--- src/rtl/score_pkg.sv ---
// score_pkg: shared types and constants for the score accumulator.
//   score_state_t     - accumulator FSM states
//   BCD_MAX           - saturated score value (four BCD nines)
//   MAX_LEVEL         - highest level; larger requests clamp to this
//   points_for_lines  - maps a line count to its BCD points digit
package score_pkg;

  typedef enum logic [1:0] {
    ST_IDLE,
    ST_ADD,
    ST_COMMIT
  } score_state_t;

  localparam logic [15:0] BCD_MAX   = 16'h9999;
  localparam logic [3:0]  MAX_LEVEL = 4'd9;

  // Invalid line counts (0, 5..7) map to zero points.
  function automatic logic [3:0] points_for_lines(
    input logic [2:0] lines,
    input logic [3:0] p1,
    input logic [3:0] p2,
    input logic [3:0] p3,
    input logic [3:0] p4
  );
    logic [3:0] pts;
    case (lines)
      3'd1:    pts = p1;
      3'd2:    pts = p2;
      3'd3:    pts = p3;
      3'd4:    pts = p4;
      default: pts = 4'd0;
    endcase
    return pts;
  endfunction

endpackage

--- src/rtl/bcd_digit_add.sv ---
// bcd_digit_add: combinational single-digit BCD adder.
//   a, b  - BCD digits 0..9
//   cin   - carry in
//   sum   - BCD sum digit 0..9
//   cout  - decimal carry out
module bcd_digit_add (
  input  logic [3:0] a,
  input  logic [3:0] b,
  input  logic       cin,
  output logic [3:0] sum,
  output logic       cout
);

  logic [4:0] raw;
  logic [4:0] adj;

  always_comb begin
    raw = {1'b0, a} + {1'b0, b} + {4'b0000, cin};
    adj = raw + 5'd6;
    if (raw > 5'd9) begin
      // Skip the six unused binary codes; the wrap into bit 4 is the carry.
      sum  = adj[3:0];
      cout = 1'b1;
    end else begin
      sum  = raw[3:0];
      cout = 1'b0;
    end
  end

endmodule

--- src/rtl/score_accumulator.sv ---
// score_accumulator: packed-BCD game score with valid/ready line-clear input.
//   clk, rst_n   - clock, asynchronous active-low reset
//   new_game     - synchronous clear, overrides everything but reset
//   req_valid    - line-clear event offered
//   req_ready    - high in IDLE only
//   req_lines    - lines cleared (1..4 valid, others accepted and dropped)
//   req_level    - level 0..9, larger values clamp to 9
//   score        - four packed BCD digits, [3:0] least significant
//   score_upd    - one-cycle pulse when score changes
//   saturated    - high while score is 9999
// Each event adds points*(level+1) by running level+1 passes of a
// digit-serial BCD add over a working copy, then commits it in one write.
module score_accumulator
  import score_pkg::*;
#(
  parameter logic [3:0] POINTS_1 = 4'd1,
  parameter logic [3:0] POINTS_2 = 4'd3,
  parameter logic [3:0] POINTS_3 = 4'd5,
  parameter logic [3:0] POINTS_4 = 4'd8
) (
  input  logic        clk,
  input  logic        rst_n,
  input  logic        new_game,
  input  logic        req_valid,
  output logic        req_ready,
  input  logic [2:0]  req_lines,
  input  logic [3:0]  req_level,
  output logic [15:0] score,
  output logic        score_upd,
  output logic        saturated
);

  score_state_t state, state_next;

  logic [15:0] work;
  logic [3:0]  pts;
  logic [3:0]  pass_left;
  logic [1:0]  dig_idx;
  logic        carry;

  logic [3:0]  lvl_clamped;
  logic        lines_ok;
  logic        accept;
  logic [3:0]  cur_a;
  logic [3:0]  cur_b;
  logic        cur_cin;
  logic [3:0]  sum_dig;
  logic        sum_cout;
  logic        last_digit;
  logic        overflow;

  bcd_digit_add u_digit_add (
    .a    (cur_a),
    .b    (cur_b),
    .cin  (cur_cin),
    .sum  (sum_dig),
    .cout (sum_cout)
  );

  assign req_ready = (state == ST_IDLE);

  always_comb begin
    lvl_clamped = (req_level > MAX_LEVEL) ? MAX_LEVEL : req_level;
    lines_ok    = (req_lines >= 3'd1) && (req_lines <= 3'd4);
    accept      = req_valid && req_ready && !new_game;
    cur_a       = work[{dig_idx, 2'b00} +: 4];
    // Points enter at digit 0 only; each pass starts with a clear carry.
    cur_b       = (dig_idx == 2'd0) ? pts : 4'd0;
    cur_cin     = (dig_idx == 2'd0) ? 1'b0 : carry;
    last_digit  = (dig_idx == 2'd3);
    overflow    = last_digit && sum_cout;
  end

  always_comb begin
    state_next = state;
    case (state)
      ST_IDLE:   if (accept && lines_ok) state_next = ST_ADD;
      ST_ADD:    if (overflow || (last_digit && pass_left == 4'd0)) state_next = ST_COMMIT;
      ST_COMMIT: state_next = ST_IDLE;
      default:   state_next = ST_IDLE;
    endcase
    if (new_game) state_next = ST_IDLE;
  end

  always_ff @(posedge clk or negedge rst_n) begin
    if (!rst_n) state <= ST_IDLE;
    else        state <= state_next;
  end

  always_ff @(posedge clk or negedge rst_n) begin
    if (!rst_n) begin
      score     <= '0;
      score_upd <= 1'b0;
      saturated <= 1'b0;
      work      <= '0;
      pts       <= '0;
      pass_left <= '0;
      dig_idx   <= '0;
      carry     <= 1'b0;
    end else if (new_game) begin
      score     <= '0;
      score_upd <= 1'b0;
      saturated <= 1'b0;
      dig_idx   <= '0;
      carry     <= 1'b0;
    end else begin
      score_upd <= 1'b0;
      case (state)
        ST_IDLE: begin
          if (accept && lines_ok) begin
            pts       <= points_for_lines(req_lines, POINTS_1, POINTS_2, POINTS_3, POINTS_4);
            pass_left <= lvl_clamped;
            dig_idx   <= '0;
            carry     <= 1'b0;
            work      <= score;
          end
        end
        ST_ADD: begin
          if (overflow) begin
            work <= BCD_MAX;
          end else begin
            work[{dig_idx, 2'b00} +: 4] <= sum_dig;
            carry   <= sum_cout;
            dig_idx <= dig_idx + 2'd1;
            if (last_digit && pass_left != 4'd0) pass_left <= pass_left - 4'd1;
          end
        end
        ST_COMMIT: begin
          score     <= work;
          saturated <= (work == BCD_MAX);
          score_upd <= (score != BCD_MAX);
        end
        default: ;
      endcase
    end
  end

endmodule

--- config.mk ---
export PLATFORM = sky130hd
export DESIGN_NAME = score_accumulator
export DESIGN_NICKNAME = d
export VERILOG_FILES = /design/src/rtl/score_pkg.sv /design/src/rtl/bcd_digit_add.sv /design/src/rtl/score_accumulator.sv
export SDC_FILE = /design/constraint.sdc
export NUM_CORES = 1
export LEC_CHECK = 0
export BUFFER_PORTS_ARGS = -buffer_cell sky130_fd_sc_hd__buf_2
export CAP_MARGIN = 20
export CORE_MARGIN = 8
export CORE_UTILIZATION = 63
export DETAILED_ROUTE_END_ITERATION = 7
export PLACE_DENSITY = 0.85
export SYNTH_ARGS = -nofsm -noshare
export SYNTH_HDL_FRONTEND = slang
export SYNTH_SLANG_ARGS = --single-unit
--- constraint.sdc ---
create_clock -name clk -period 8.76 [get_ports clk]
set_clock_uncertainty 0.2 [all_clocks]
set_input_delay 0.438 -clock clk [delete_from_list [all_inputs] [get_ports clk]]
set_output_delay 0.438 -clock clk [all_outputs]
set_load 0.05 [all_outputs]
# Yosys cells after proc, flatten, opt, wreduce, memory -nomap -nowiden
# Index checks and enable logic that the tools add are counted.
# Widths: inputs -> output; s select.
# op_classes
n_addsub	6
multipliers	0
div	0
n_lt_le_gt_ge	4
eq_ne	15
shift	3
muxes	32
n_bitwise	1
n_reduce_logical	21
# op_table
operator	n
$mux 16	4
$pmux 16 s2	1
$mux 4	6
$bwmux 16	1
$eq 16x16->1 const B	1
$ne 16x16->1 const B	1
$pmux 4 s4	1
$shift 4x6->16 const A	1
$shiftx 16x5->4	1
$shiftx 4x6->16	1
$mux 2	6
$mux 1	9
$reduce_and 3->1	3
$pmux 2 s2	2
$pmux 4 s2	1
$logic_and 1x1->1	7
$eq 3x2->1 const B	2
$ne 3x3->1 const B	2
$neg 4->6	1
$add 4x4->5	1
$add 5x1->5	1
$gt 5x4->1 const B	1
$reduce_and 5->1	1
$add 4x3->4 const B	1
22 further kinds	26
# word_totals
reg_bits	47
latchBits	0
mem_bits_rw	0
romBits	0
out_inout_bits	19
wordCells	91
mem_count	0

# Longest topological paths before layout
# depth
depth_word	11
mapped_depth	14
mapped_depth_nobuf	12

# Cells and area by module
# Synthesis repeated with hierarchy kept, for this count alone.
# unflattened
cells_unflattened	264
area_unflattened_um2	2806.4
# modules_own_cells
mod	n_inst	cells_per_inst	area_per_inst_um2
score_accumulator	1	242	2595.0
bcd_digit_add	1	22	211.5

# Worst setup path after synthesis
# Ideal clock, no wire load.
# synth_timing
path_type	reg-to-reg
from	register dig_idx[0]
to	register work[14]
setup_ps	131
arrival_time_ps	3548
t_required_ps	8429
slack_ps	4881
stages_incl_launch_ff	14
n_path_buf	2
period_less_slack_ps	3879
cell_sequence	dfrtp_1 -> clkbuf_1 -> mux4_2 -> inv_1 -> fa_1 -> inv_1 -> fa_1 -> xnor2_1 -> a211o_1 -> o31ai_2 -> buf_6 -> mux2_4 -> a221oi_1 -> a21oi_1
# synth_between
elab_chain_cells	10
word_cells_on_any_way	18
# synth_rtl
item	line_no	text
start: declaration	score_accumulator.sv:38	logic [1:0] dig_idx;
start signal: assignment	score_accumulator.sv:124	dig_idx <= dig_idx + 2'd1;
branches (longest 8 deep; another with $add 4x4->5)	--	
$mux 16 (*)	score_accumulator.sv:119	if (overflow) begin
$pmux 16 s2 (*)	score_accumulator.sv:108	case (state)
end signal: assignment	score_accumulator.sv:115	work <= score;
end signal: indexed assignment	score_accumulator.sv:122	work[{dig_idx, 2'b00} +: 4] <= sum_dig;
end: declaration	score_accumulator.sv:35	logic [15:0] work;
# Mark *: on every way between the ends.
# A chain may end at the register's enable or synchronous reset.

# Worst setup path in the final report
# layout_timing
from	register dig_idx[0]
to	register pass_left[0]
# layout_between
elab_chain_cells	9
word_cells_on_any_way	14
# layout_rtl
item	line_no	text
branches (longest 8 deep; another with $add 4x4->5)	--	
$reduce_and 5->1 (no line) (*)	--	
end signal: assignment	score_accumulator.sv:112	pass_left <= lvl_clamped;
end signal: assignment	score_accumulator.sv:125	if (last_digit && pass_left != 4'd0) pass_left <= pass_left - 4'd1;
end: declaration	score_accumulator.sv:37	logic [3:0] pass_left;
# Marks and branches as above.

==> flow_summary.yaml <==
floorplanning:
  initial_utilization_pct: 65.0
  dieWidth_um: 82.8
  core-area_mm2: 0.00432
  die_area_mm2: 0.00685
  ioPinCount: 30
  num_rows: 24
  die_height_um: 82.8
timing:
  min_period_over_period_pct: 52.1
  setup_viol: 0
  min_period_ns: 4.56
  max_slew_margin_pct: 29.1
  max_freq_mhz: 219
  final.setup.tns_ns: 0
  hold_viol_final: 0
  rsz0062_at_grt: "no"
  holdWs_ns: 0.168
  worst_slew_pin_slew_ns: 1.06
  slew_viol_final: 0
layout:
  area_delta_synth_final_pct: 10.4
  drive_above_1_share_pct: 15.5
  fin_nets: 358
  diodes: 0
global_route:
  antenna_found_initial: 0
  grtUsageMet2_pct: 34.7
  grt-busiest-layer: "met2"
  grt-ovfl-total: 0
  grt_max_degree: 48
  gr-usage-all-layers_pct: 23.1
  grt.met3_usage_pct: 4.85
  grtUsageMet1_pct: 33.3
  grt_pass1_vias: 2323
  grt_pass1_wl_mm: 12.1
synth:
  synth_largest_area_cell: "dfrtp_1"
  synth-edff-count: 0
  ys_top_cells_by_area: "dfrtp_1 (42%), a21oi_1 (6.6%), nand2_1 (6.4%), ha_1 (4.5%), mux4_2 (3.2%)"
  seq_area_frac_synth_pct: 41.9
  syn_avg_cell_area_um2: 9.04
  synth_nets: 334
  synth_warnings: 0
  ys_async_sr_fraction_pct: 100
  ys_ff_latch: 47
  synth.distinct_cells: 55
  netlist_area_mm2: 0.00281
  synth_cells: 311
  synth_top_area_share_pct: 41.9
  yosys_most_used_dff: "dfrtp_1"
routing:
  finalWirelength_mm: 7.43
  drtIter0Drc: 292
  drcViolationCount: 0
  wl_per_cell_um: 19.2
  firstDrtPassIters: 5
  vias_per_cell: 6.51
  via_count: 2521
  drtAntennaViolNets: 0
setup_path:
  cp.arrival_ns: 4.55
  path_class: "reg2reg"
  r2r_slack_ns: 4.20
  reg2regPathDepth: 11
  rr_endpoint: "pass_left[0]"
  crit_path_end_kind: "flop"
  critPathLaunch: "dig_idx[0]"
  worstPathMaxFanout: 12
  r2r-start: "dig_idx[0]"
  worstPathRequired_ns: 8.75
  critPathLaunchType: "flop"
  crit_end: "pass_left[0]"
clocking:
  cts_made_buffers: 5
  cts_tree: "done"
  h-tree-depth: 2
  clk_latency_ns: 0.30
  cts_root_buf: "clkbuf_8"
  post_cts_buffers: 0
  cts.reportedPaths.clkPinSlew_ns: 0.08
  ctsResizeCount: 0
  cts_buffer_depth: 2
  cts.sinks: 47
place:
  detailed_place_hpwl_mm: 5.24
  io_buffers: 29
  place_congestion: 0.992
power:
  ir_worst_vdd_mv: 0.169
  leakagePower_nw: 1.40
  p_per_area_mw_per_mm2: 288
run:
  cap_viol_max_count: 0
status:
  outcome: "completed"
worst_hold_path:
  hp-class: "in2reg"
[how the worst min path moves through the flow]
stage	startpoint	depth (start not counted)	to	slack (ns)
floorplan	rst_n	0	carry	-0.06
global placement	pts[2]	2	pts[2]	0.25
detailed placement	pts[1]	2	pts[1]	0.26
CTS	rst_n	1	saturated	0.14
global route	req_lines[2]	2	pts[1]	0.19
finish	req_level[3]	3	pass_left[3]	0.17
[registers in the layout, summed over array words and instances (netlist names)]
name,flops
work,16
pts,4
score,16
carry,1
saturated,1
score_upd,1
state,2
pass_left,4
dig_idx,2
[kinds of logic (layout without fill, tap and decap cells)]
logic type / count (synthesis) / count (layout) / synth area share (%)
xor gates and xnor gates: 2 / 2 / 0.623
muxes: 8 / 8 / 4.81
buffers and inverters: 35 / 59 / 5.16
and+or+nand+nor: 121 / 121 / 21.2
DFF: 47 / 47 / 41.9
adders and majority gates: 12 / 12 / 5.88
AOI/OAI and AO/OA: 86 / 86 / 20.5
[area by class of cell]
type,instances,area (um^2)
Inverter,18,67.6
Fill cell,356,1220
Multi-Input combinational cell,229,1490
Tap cell,52,65.1
Timing Repair Buffer,34,198
Clock buffer,5,68.8
Clock inverter,2,37.5
Sequential cell,47,1180
[power by group]
part           total, mW  switching (mW)  leakage [nW]  internal [mW]
Sequential         0.324          0.0585         0.617          0.265
Combinational      0.411           0.251         0.728          0.160
Clock              0.157          0.0736        0.0502         0.0835
Total              0.892           0.384          1.40          0.509
[repair_timing]
| item | in CTS | in global routing |
|---|---|---|
| endpoints found under the setup margin | 0 | 0 |
| hold buffers | 0 | 1 |
| hold endpoints to repair | 0 | 5 |
[through the flow]
stage          setup WS [ns]  power, mW  area [um^2]  utilization [%]  std cells
2_1_floorplan           4.88      0.637         2810                -        311
6_report                4.20      0.892         3100             71.7        387
3_3_place_gp            4.43      0.715         2950             68.2        376
3_5_place_dp            4.33      0.723         2950             68.2        376
5_1_grt                 3.89      0.948         3100             71.7        387
4_1_cts                 4.26      0.880         3060             70.7        383
[synth_stat cells (3+ instances only)]
library cell / count
a21o_1: 3
a21oi_1: 37
a22oi_1: 6
a311oi_1: 7
and2_1: 4
clkbuf_1: 11
dfrtp_1: 47
ha_1: 10
inv_1: 17
mux2i_1: 3
mux4_2: 4
nand2_1: 48
nand2b_1: 4
nand3_1: 3
nor2_1: 23
nor2b_1: 5
nor3_1: 9
nor4_1: 5
o21ai_0: 3
o21ai_1: 7
o22ai_1: 4
or3_1: 5
[placed cells by master (no fill, tap or decap), types with 3 or more instances in the layout]
cell      count
nand2_1      48
dfrtp_1      47
a21oi_1      37
buf_2        29
nor2_1       23
inv_1        17
ha_1         10
nor3_1        9
a311oi_1      7
o21ai_1       7
a22oi_1       6
nor4_1        5
nor2b_1       5
or3_1         5
clkbuf_8      5
and2_1        4
mux4_2        4
nand2b_1      4
o22ai_1       4
a21o_1        3
nand3_1       3
mux2i_1       3
o21ai_0       3
buf_4         3
[per-layer routing]
metal  vias up  part of all wire, %
li1       1173                    -
met1      1242                   46
met2        94                   47
met3        12                  6.5
met4         0                  1.1
met5         -                    0
[critical path: stages, from the launching register on]
cell	delay, ns
dfrtp_1	0.65
mux4_2	0.56
inv_1	0.09
fa_1	0.20
inv_1	0.06
fa_1	0.40
xnor2_1	0.19
a211o_1	0.32
o31ai_2	0.90
a21oi_1	0.30
and3_1	0.29
a311oi_1	0.30
No activity file was read; power rests on OpenSTA's default activity.
